## config.mk

```make
export PLATFORM = sky130hd
export DESIGN_NAME = rx_packer
export DESIGN_NICKNAME = d
export VERILOG_FILES = /design/src/rtl/rx_pkg.sv /design/src/rtl/rx_idle_timer.sv /design/src/rtl/rx_packer.sv
export SDC_FILE = /design/constraint.sdc
export NUM_CORES = 1
export LEC_CHECK = 0
export ABC_AREA = 1
export BUFFER_PORTS_ARGS = -buffer_cell sky130_fd_sc_hd__buf_2
export CELL_PAD_IN_SITES_DETAIL_PLACEMENT = 1
export CELL_PAD_IN_SITES_GLOBAL_PLACEMENT = 2
export CORE_AREA = 2 2 193 157
export CTS_CLUSTER_SIZE = 28
export DETAILED_ROUTE_END_ITERATION = 16
export DIE_AREA = 0 0 195 159
export PLACE_DENSITY_LB_ADDON = 0.08
export SYNTH_ARGS = -nofsm -noshare
export SYNTH_HDL_FRONTEND = slang
export SYNTH_SLANG_ARGS = --single-unit
```

## constraint.sdc

```tcl
create_clock -name clk -period 3.87 [get_ports clk]
set_clock_uncertainty 0.15 [all_clocks]
set_input_delay 0.1935 -clock clk [delete_from_list [all_inputs] [get_ports clk]]
set_output_delay 0.1935 -clock clk [all_outputs]
set_load 0.05 [all_outputs]
```

## src/rtl/rx_pkg.sv

```systemverilog
// rtl/rx_pkg.sv - shared types and frame geometry for the rx packer
package rx_pkg;

  localparam int FRAME_W = 129;
  localparam int KEY_W   = 128;
  localparam int BEATS   = 4;

  typedef enum logic [1:0] {
    IDLE    = 2'd0,
    COLLECT = 2'd1,
    EMIT    = 2'd2
  } rx_state_t;

endpackage

```

## src/rtl/rx_idle_timer.sv

```systemverilog
// rtl/rx_idle_timer.sv - counts consecutive idle cycles and flags the cycle the limit is reached
module rx_idle_timer #(
  parameter int TIMEOUT = 16
) (
  input  logic clk,
  input  logic n_rst,
  input  logic clear,
  input  logic run,
  output logic expired
);

  logic [7:0] cnt;

  // expired marks the idle cycle whose edge would bring the count to TIMEOUT
  assign expired = run && !clear && (cnt == 8'(TIMEOUT - 1));

  always_ff @(posedge clk or negedge n_rst) begin
    if (!n_rst) begin
      cnt <= 8'd0;
    end else if (clear || expired) begin
      cnt <= 8'd0;
    end else if (run) begin
      cnt <= cnt + 8'd1;
    end
  end

endmodule

```

## src/rtl/rx_packer.sv

```systemverilog
// rtl/rx_packer.sv - packs four 32-bit beats plus a mode flag into a 129-bit frame
module rx_packer
  import rx_pkg::*;
#(
  parameter int BEAT_W  = 32,
  parameter int TIMEOUT = 16
) (
  input  logic               clk,
  input  logic               n_rst,
  input  logic               wr_en,
  input  logic [BEAT_W-1:0]  wr_data,
  input  logic               wr_flag,
  input  logic               abort,
  output logic               wr_ready,
  output logic               read,
  output logic [FRAME_W-1:0] data_in,
  output logic               timeout_err
);

  rx_state_t                     state, state_nxt;
  logic [1:0]                    cnt, cnt_nxt;
  logic                          accept;
  logic                          idle_run;
  logic                          idle_clear;
  logic                          idle_expired;
  logic [(BEATS-1)*BEAT_W-1:0]   partial;

  assign wr_ready = (state != EMIT);
  assign read     = (state == EMIT);

  // abort discards a beat offered in the same cycle
  assign accept     = wr_en && wr_ready && !abort;
  assign idle_run   = (state == COLLECT) && !accept && !abort;
  assign idle_clear = (state != COLLECT) || accept || abort;

  rx_idle_timer #(
    .TIMEOUT (TIMEOUT)
  ) u_idle_timer (
    .clk     (clk),
    .n_rst   (n_rst),
    .clear   (idle_clear),
    .run     (idle_run),
    .expired (idle_expired)
  );

  always_ff @(posedge clk or negedge n_rst) begin
    if (!n_rst) begin
      state <= IDLE;
      cnt   <= 2'd0;
    end else begin
      state <= state_nxt;
      cnt   <= cnt_nxt;
    end
  end

  always_comb begin
    state_nxt = state;
    cnt_nxt   = cnt;
    case (state)
      IDLE: begin
        if (accept) begin
          state_nxt = COLLECT;
          cnt_nxt   = 2'd1;
        end
      end
      COLLECT: begin
        if (abort) begin
          state_nxt = IDLE;
          cnt_nxt   = 2'd0;
        end else if (accept) begin
          if (cnt == 2'd3) begin
            state_nxt = EMIT;
            cnt_nxt   = 2'd0;
          end else begin
            cnt_nxt = cnt + 2'd1;
          end
        end else if (idle_expired) begin
          state_nxt = IDLE;
          cnt_nxt   = 2'd0;
        end
      end
      EMIT: begin
        state_nxt = IDLE;
        cnt_nxt   = 2'd0;
      end
      default: begin
        state_nxt = IDLE;
        cnt_nxt   = 2'd0;
      end
    endcase
  end

  // data_in only moves on the edge that accepts the final beat
  always_ff @(posedge clk or negedge n_rst) begin
    if (!n_rst) begin
      partial <= '0;
      data_in <= '0;
    end else if (accept) begin
      if (cnt == 2'd3) begin
        data_in <= {wr_flag, wr_data, partial};
      end else begin
        partial[cnt*BEAT_W +: BEAT_W] <= wr_data;
      end
    end
  end

  always_ff @(posedge clk or negedge n_rst) begin
    if (!n_rst) begin
      timeout_err <= 1'b0;
    end else begin
      timeout_err <= idle_expired;
    end
  end

endmodule

```

==> flow_summary.yaml, run 1 <==
outcome:
  status: "completed"
timing:
  worstMarginPinSlew_ns: 0.956
  grt_setup_unrepaired: "no"
  finalCriticalPeriod_ns: 2.82
  setup_violations: 0
  fin_setup_tns_ns: 0
  drv_slew: 0
  final_hold_viol_count: 0
  post-route-period-util: 0.729
  max-slew-margin-rel: 0.363
  fmax_ghz: 0.355
  worst_slack_ns: 1.05
logic_synthesis:
  ys_types: 25
  seq_area_frac_synth: 0.592
  yosysMostFrequentCell: "nand2_1"
  netlist_area_um2: 10100
  synthCells: 1108
  ys_async_sr_fraction: 1.00
  synth_top_cell_by_area: "dfrtp_1"
  avgSynthCellArea_um2: 9.07
  synth_area_leaders: "dfrtp_1 (59%), nand2_1 (17%), o21ai_2 (5.6%)"
  synth_warnings: 0
  synth_edf_count: 0
  synth_seq_cells: 238
  ys.flop_type: "dfrtp_1"
  synth_nets: 1151
  synth_common_cells: "nand2_1 (445), dfrtp_1 (238), nand3_1 (109)"
  synth_top_cell_area_share: 0.592
grt:
  antenna_found_initial: 0
  use_met3: 0.0237
  grt_usage: 0.188
  top_usage_layer: "met2"
  met1_usage: 0.255
  met2_usage: 0.328
  grt_pass1_vias: 8458
  grt_overflow: 0
  grt_pass1_wl_mm: 47.2
  grt_max_degree: 89
floorplan:
  core_area_um2: 29000
  die_w_um: 195
  io_pins: 169
  dieArea_um2: 31000
  die_h_um: 159
  rows: 56
  start_util: 0.347
routing:
  routedWlPerCell_um: 17.0
  drt-total-wl_mm: 28.7
  num_vias: 7964
  ant_nets: 0
  initialDrtViolationCount: 378
  drt_pre_antenna_iters: 6
  via_per_inst: 4.73
  drc: 0
setup_path:
  worstPathCellList: "ha_4 -> inv_1 -> nand3_4 -> nand2_1 -> o21ai_2"
  cp_slowest_stage_delay_ns: 0.75
  worstPathArrival_ns: 3.10
  cp.required_ns: 4.15
  path_buf_inv: 1
  startpoint_type: "flop"
  cp_top_family: "simple AND/OR/NAND/NOR gates"
  end_kind: "flop"
  criticalPathCategory: "flop to flop"
  crit_fanout: 64
  slowest_stage: "nand3_4"
power_and_ir_drop:
  power_density_nw_per_um2: 787
  power_leakage_uw: 0.00659
  irDropWorstVdd_v: 0.000394
layout:
  fin_util: 0.428
  syn2layout_area_growth_pct: 23.5
  n_antenna_cell: 0
  fin_cells: 1683
  drive_above_1_share: 0.230
  nets: 1329
  fill_cells: 3396
place:
  dpl.cell_count: 1597
  dp_hpwl_mm: 19.1
  io_buffer_count: 168
  place_ws_ns: 1.04
  gp_congestion: 0.751
hold_path:
  hp-class: "input pin to asynchronous set/reset pin"
clock_network:
  worstSkewPairLatency_ns: 0.52
  clock_sinks: 238
  numCtsBuffers: 27
  tritoncts: "done"
  ctsHtreeMaxLevel: 1
  clock-root-buffer: "clkbuf_16"
  path_clk_slew_ns: 0.06
  cts.repair.resized: 0
  clockBufferDepth: 3
job:
  max_cap_viol_count: 0
==> state kept, by name, summed over array words and instances (netlist names) <==
signal,count
cnt,2
data_in,129
partial,96
state,2
timeout_err,1
u_idle_timer.cnt,8
==> per-stage QoR <==
stage / total power [uW] / hold WS (ns) / area [um2]
2_1_floorplan: 6190 / -0.252 / 10100
3_3_place_gp: 7150 / 0.128 / 11100
3_5_place_dp: 7220 / 0.123 / 11100
4_1_cts: 9930 / 0.161 / 12400
5_1_grt: 10400 / 0.216 / 12400
6_report: 9770 / 0.158 / 12400
==> cell usage in the layout, fill, tap and decap left out <==
cell and n:
nor3_4 1, xnor2_1 1, dfrtp_1 238, dlygate4sd3_1 37
clkinv_2 4, clkbuf_8 10, bufinv_16 2, o21ai_0 54
inv_1 50, ha_1 5, a21oi_1 1, clkbuf_16 27
nor2_8 1, nand3_4 3, inv_2 2, buf_8 1
buf_12 3, nor4_1 1, nand3_1 109, clkinvlp_4 1
nor2_2 1, ha_4 1, clkbuf_1 5, buf_2 167
nor3_1 1, o21ai_1 10, nand2_1 445, nor3b_1 2
nand2_2 1, nor2_1 46, o21ai_2 64, buf_4 11
nand2_4 1
==> final timing paths <==
path / startpoint / to / slack [ns] / cells past startpoint
worst max register to register: cnt[0]$_DFFE_PN0P_ / partial[56]$_DFFE_PN0P_ / 1.05 / 5
min in group clk: u_idle_timer.cnt[0]$_DFFE_PN0P_ / u_idle_timer.cnt[0]$_DFFE_PN0P_ / 0.31 / 1
worst max-delay path: cnt[0]$_DFFE_PN0P_ / partial[56]$_DFFE_PN0P_ / 1.05 / 5
max in group asynchronous: n_rst / partial[44]$_DFFE_PN0P_ / 2.55 / 3
worst min-delay path: n_rst / data_in[25]$_DFFE_PN0P_ / 0.16 / 2
worst min register to register: u_idle_timer.cnt[0]$_DFFE_PN0P_ / u_idle_timer.cnt[0]$_DFFE_PN0P_ / 0.31 / 1
==> metal layers <==
| layer | routed length (um) | up-vias |
|---|---|---|
| met2 | 14100 | 116 |
| met4 | 465 | 0 |
| met1 | 13300 | 3953 |
| met3 | 817 | 27 |
| met5 | 0 | - |
| li1 | - | 3868 |
==> logic make-up after synthesis <==
| kind of cell | Yosys count | share of synthesized area |
|---|---|---|
| flops | 238 | 0.592 |
| buf+inv | 122 | 0.0611 |
| fa+ha+maj | 6 | 0.00747 |
| simple gates | 612 | 0.250 |
| compound gates | 129 | 0.0881 |
| xor+xnor | 1 | 0.000871 |
==> where the power goes <==
part / leakage [uW] / total [uW] / internal [uW] / switching [uW]
sequential: 0.00327 / 3650 / 3210 / 442
combinational: 0.00287 / 3500 / 817 / 2680
clock: 0.000455 / 2620 / 1600 / 1020
==> layout make-up <==
type	instances	area, um2	area share
multi-input combinational	748	3510	0.283
sequential	238	5960	0.480
clock buffer	42	832	0.0670
inverter	52	195	0.0157
timing repair buffer	219	1360	0.110
tap	377	472	0.0380
clock inverter	7	87.6	0.00705
==> timing repair <==
| action | 4_1_cts | 5_1_grt |
|---|---|---|
| buffers inserted | 0 | 0 |
| endpoints found under the hold margin | 202 | 0 |
| hold buffers | 37 | 0 |
Note: power is estimated with default switching activity, not from simulation.
==> inputs of run 2 (changes only) <==
--- a/config.mk
+++ b/config.mk
@@ -9,10 +9,10 @@
 export BUFFER_PORTS_ARGS = -buffer_cell sky130_fd_sc_hd__buf_2
 export CELL_PAD_IN_SITES_DETAIL_PLACEMENT = 1
 export CELL_PAD_IN_SITES_GLOBAL_PLACEMENT = 2
-export CORE_AREA = 2 2 193 157
+export CORE_AREA = 2 2 205 167
 export CTS_CLUSTER_SIZE = 28
 export DETAILED_ROUTE_END_ITERATION = 16
-export DIE_AREA = 0 0 195 159
+export DIE_AREA = 0 0 207 169
 export PLACE_DENSITY_LB_ADDON = 0.08
 export SYNTH_ARGS = -nofsm -noshare
 export SYNTH_HDL_FRONTEND = slang
==> constraint.sdc (replaced) <==
create_clock -name clk -period 2.5 [get_ports clk]
set_clock_uncertainty 0.15 [all_clocks]
set_input_delay 0.125 -clock clk [delete_from_list [all_inputs] [get_ports clk]]
set_output_delay 0.125 -clock clk [all_outputs]
set_load 0.05 [all_outputs]
==> run 2 against run 1 <==
Combinational power grew 59%. Clock power grew 48%. Cell area is 2.0% higher. Hold slack worse by 0.15 ns. Non-clock buffer count grew 11. Via count shrank 0.21%. Wire length grew 4.9%. Sequential power rose by 56%. Critical path type unchanged.
==> flow_summary.yaml, run 2 (synthesis gave the netlist of run 1 again) <==
place:
  io_buffer_count: 168
  dp_hpwl_mm: 20.0
  gp_congestion: 0.694
  post_dp_cell_area_um2: 11400
setup_path:
  criticalPathCategory: "flop to flop"
  crit_fanout: 32
  cp.required_ns: 2.80
  r2r_start: "cnt[0]$_DFFE_PN0P_"
  end_kind: "flop"
  cp-startpoint: "cnt[0]$_DFFE_PN0P_"
  startpoint_type: "flop"
  rrSetupSlack_ns: 0.41
  reg2reg_to: "partial[95]$_DFFE_PN0P_"
  reg2reg_depth: 7
  worstPathArrival_ns: 2.39
clock_network:
  numCtsBuffers: 27
  tritoncts: "done"
  clock_sinks: 238
  clock-root-buffer: "clkbuf_16"
  clockBufferDepth: 3
  path_clk_slew_ns: 0.06
  worstSkewPairLatency_ns: 0.53
  cts_setup_buffers: 0
  ctsHtreeMaxLevel: 1
grt:
  grt_pass1_wl_mm: 48.7
  grt_max_degree: 82
  grt_overflow: 0
  grt_pass1_vias: 8500
  grt_usage: 0.174
  antenna_found_initial: 0
timing:
  max-slew-margin-rel: 0.358
  worstMarginPinSlew_ns: 0.963
  fmax_ghz: 0.478
  setup_violations: 0
  grt_setup_unrepaired: "no"
  drv_slew: 0
  post-route-period-util: 0.836
  final_hold_viol_count: 0
  fin_setup_tns_ns: 0
  finalCriticalPeriod_ns: 2.09
power_and_ir_drop:
  p_comb_frac: 0.369
  p_clk_frac: 0.256
  p_int_uw: 8690
  switching_share: 0.426
  irDropWorstVdd_v: 0.000501
  power_density_nw_per_um2: 1200
  power_leakage_uw: 0.00668
  seqPwrFrac: 0.375
  switchingPower_uw: 6460
routing:
  drt_pre_antenna_iters: 4
  drc: 0
  routedWlPerCell_um: 17.2
  via_per_inst: 4.55
  num_vias: 7947
  drt-total-wl_mm: 30.1
  ant_nets: 0
  initialDrtViolationCount: 349
layout:
  nets: 1340
  final_cell_mix: "nand2_1 (445), dfrtp_1 (238), buf_2 (167)"
  fin_area_um2: 12700
  regMostFlops: "data_in"
  largest_register_ff_count: 129
  syn2layout_area_growth_pct: 25.9
  drive_above_1_share: 0.234
  final_common_cell: "nand2_1"
  n_antenna_cell: 0
  reg_top3: "data_in: 129 flops, partial: 96 flops, u_idle_timer.cnt: 8 flops"
job:
  max_cap_viol_count: 0
floorplan:
  die_w_um: 207
  io_pins: 169
  die_h_um: 169
  dieArea_um2: 35000
  start_util: 0.304
  rows: 60
  core_area_um2: 33000
outcome:
  status: "completed"
hold_path:
  hp-class: "input pin to asynchronous set/reset pin"
[run 2: cell types whose count changed in the layout (fill, tap and decap cells not counted)]
cell | before | now
clkbuf_1 | 5 | 6
buf_12 | 3 | 15
clkbuf_8 | 10 | 8
buf_4 | 11 | 10
clkinvlp_4 | 1 | 0
bufinv_16 | 2 | 1
[run 2: repair_timing]
action                                 CTS  global route
resized for setup                        0             0
endpoints found under the hold margin  370             0
hold buffers                            37             0
[run 2: cell type report]
cell class	count	area (um2)
multi-input cells	748	3510
flip-flops and latches	238	5960
clock buffers	41	808
repair buffers	230	1600
inverters	52	195
well taps	434	543
fillers	3857	20400
clock inverters	5	50.0
[run 2: power by group through the flow]
stage / Sequential (uW) / Combinational [uW] / Clock [uW]
after floorplan: 7450 / 2130 / 0
after global placement: 5740 / 5580 / 0
after detailed placement: 5750 / 5650 / 0
after CTS: 5700 / 5700 / 4020
after global routing: 5830 / 6110 / 4180
final: 5680 / 5580 / 3880
[run 2: worst max-delay path, cell delays in order (launching register included)]
cell and delay (ns):
dfrtp_1 0.53, inv_1 0.18, ha_1 0.43, inv_1 0.08
nor2_2 0.14, buf_12 0.23, nand3_1 0.11, o21ai_2 0.14
[run 2: metrics by stage]
stage | worst slack, ns | cells | power, uW | hold slack (ns) | utilization
global route | 0.169 | 1748 | 16100 | 0.0552 | 0.383
CTS | 0.340 | 1748 | 15400 | 0.0247 | 0.383
detailed placement | 0.372 | 1665 | 11400 | -0.00577 | 0.346
global placement | 0.428 | 1665 | 11300 | 0.000465 | 0.346
floorplan | 0.661 | 1108 | 9590 | -0.321 | -
finish | 0.410 | 1748 | 15100 | 0.00633 | 0.383
[run 2: metal layers]
metal | vias to the layer above | part of all wire | GRT usage
met3 | 34 | 0.029 | 0.0234
met2 | 121 | 0.49 | 0.301
li1 | 3876 | - | -
met1 | 3916 | 0.47 | 0.235
met5 | - | 0 | 0
met4 | 0 | 0.016 | 0.0320
[run 2: worst max-delay path by stage]
stage	cells past startpoint	slack, ns	to
floorplan	6	0.66	partial[11]$_DFFE_PN0P_
global placement	4	0.43	data_in[27]$_DFFE_PN0P_
detailed placement	6	0.37	partial[24]$_DFFE_PN0P_
CTS	6	0.34	partial[24]$_DFFE_PN0P_
global route	6	0.17	partial[26]$_DFFE_PN0P_
finish	7	0.41	partial[95]$_DFFE_PN0P_
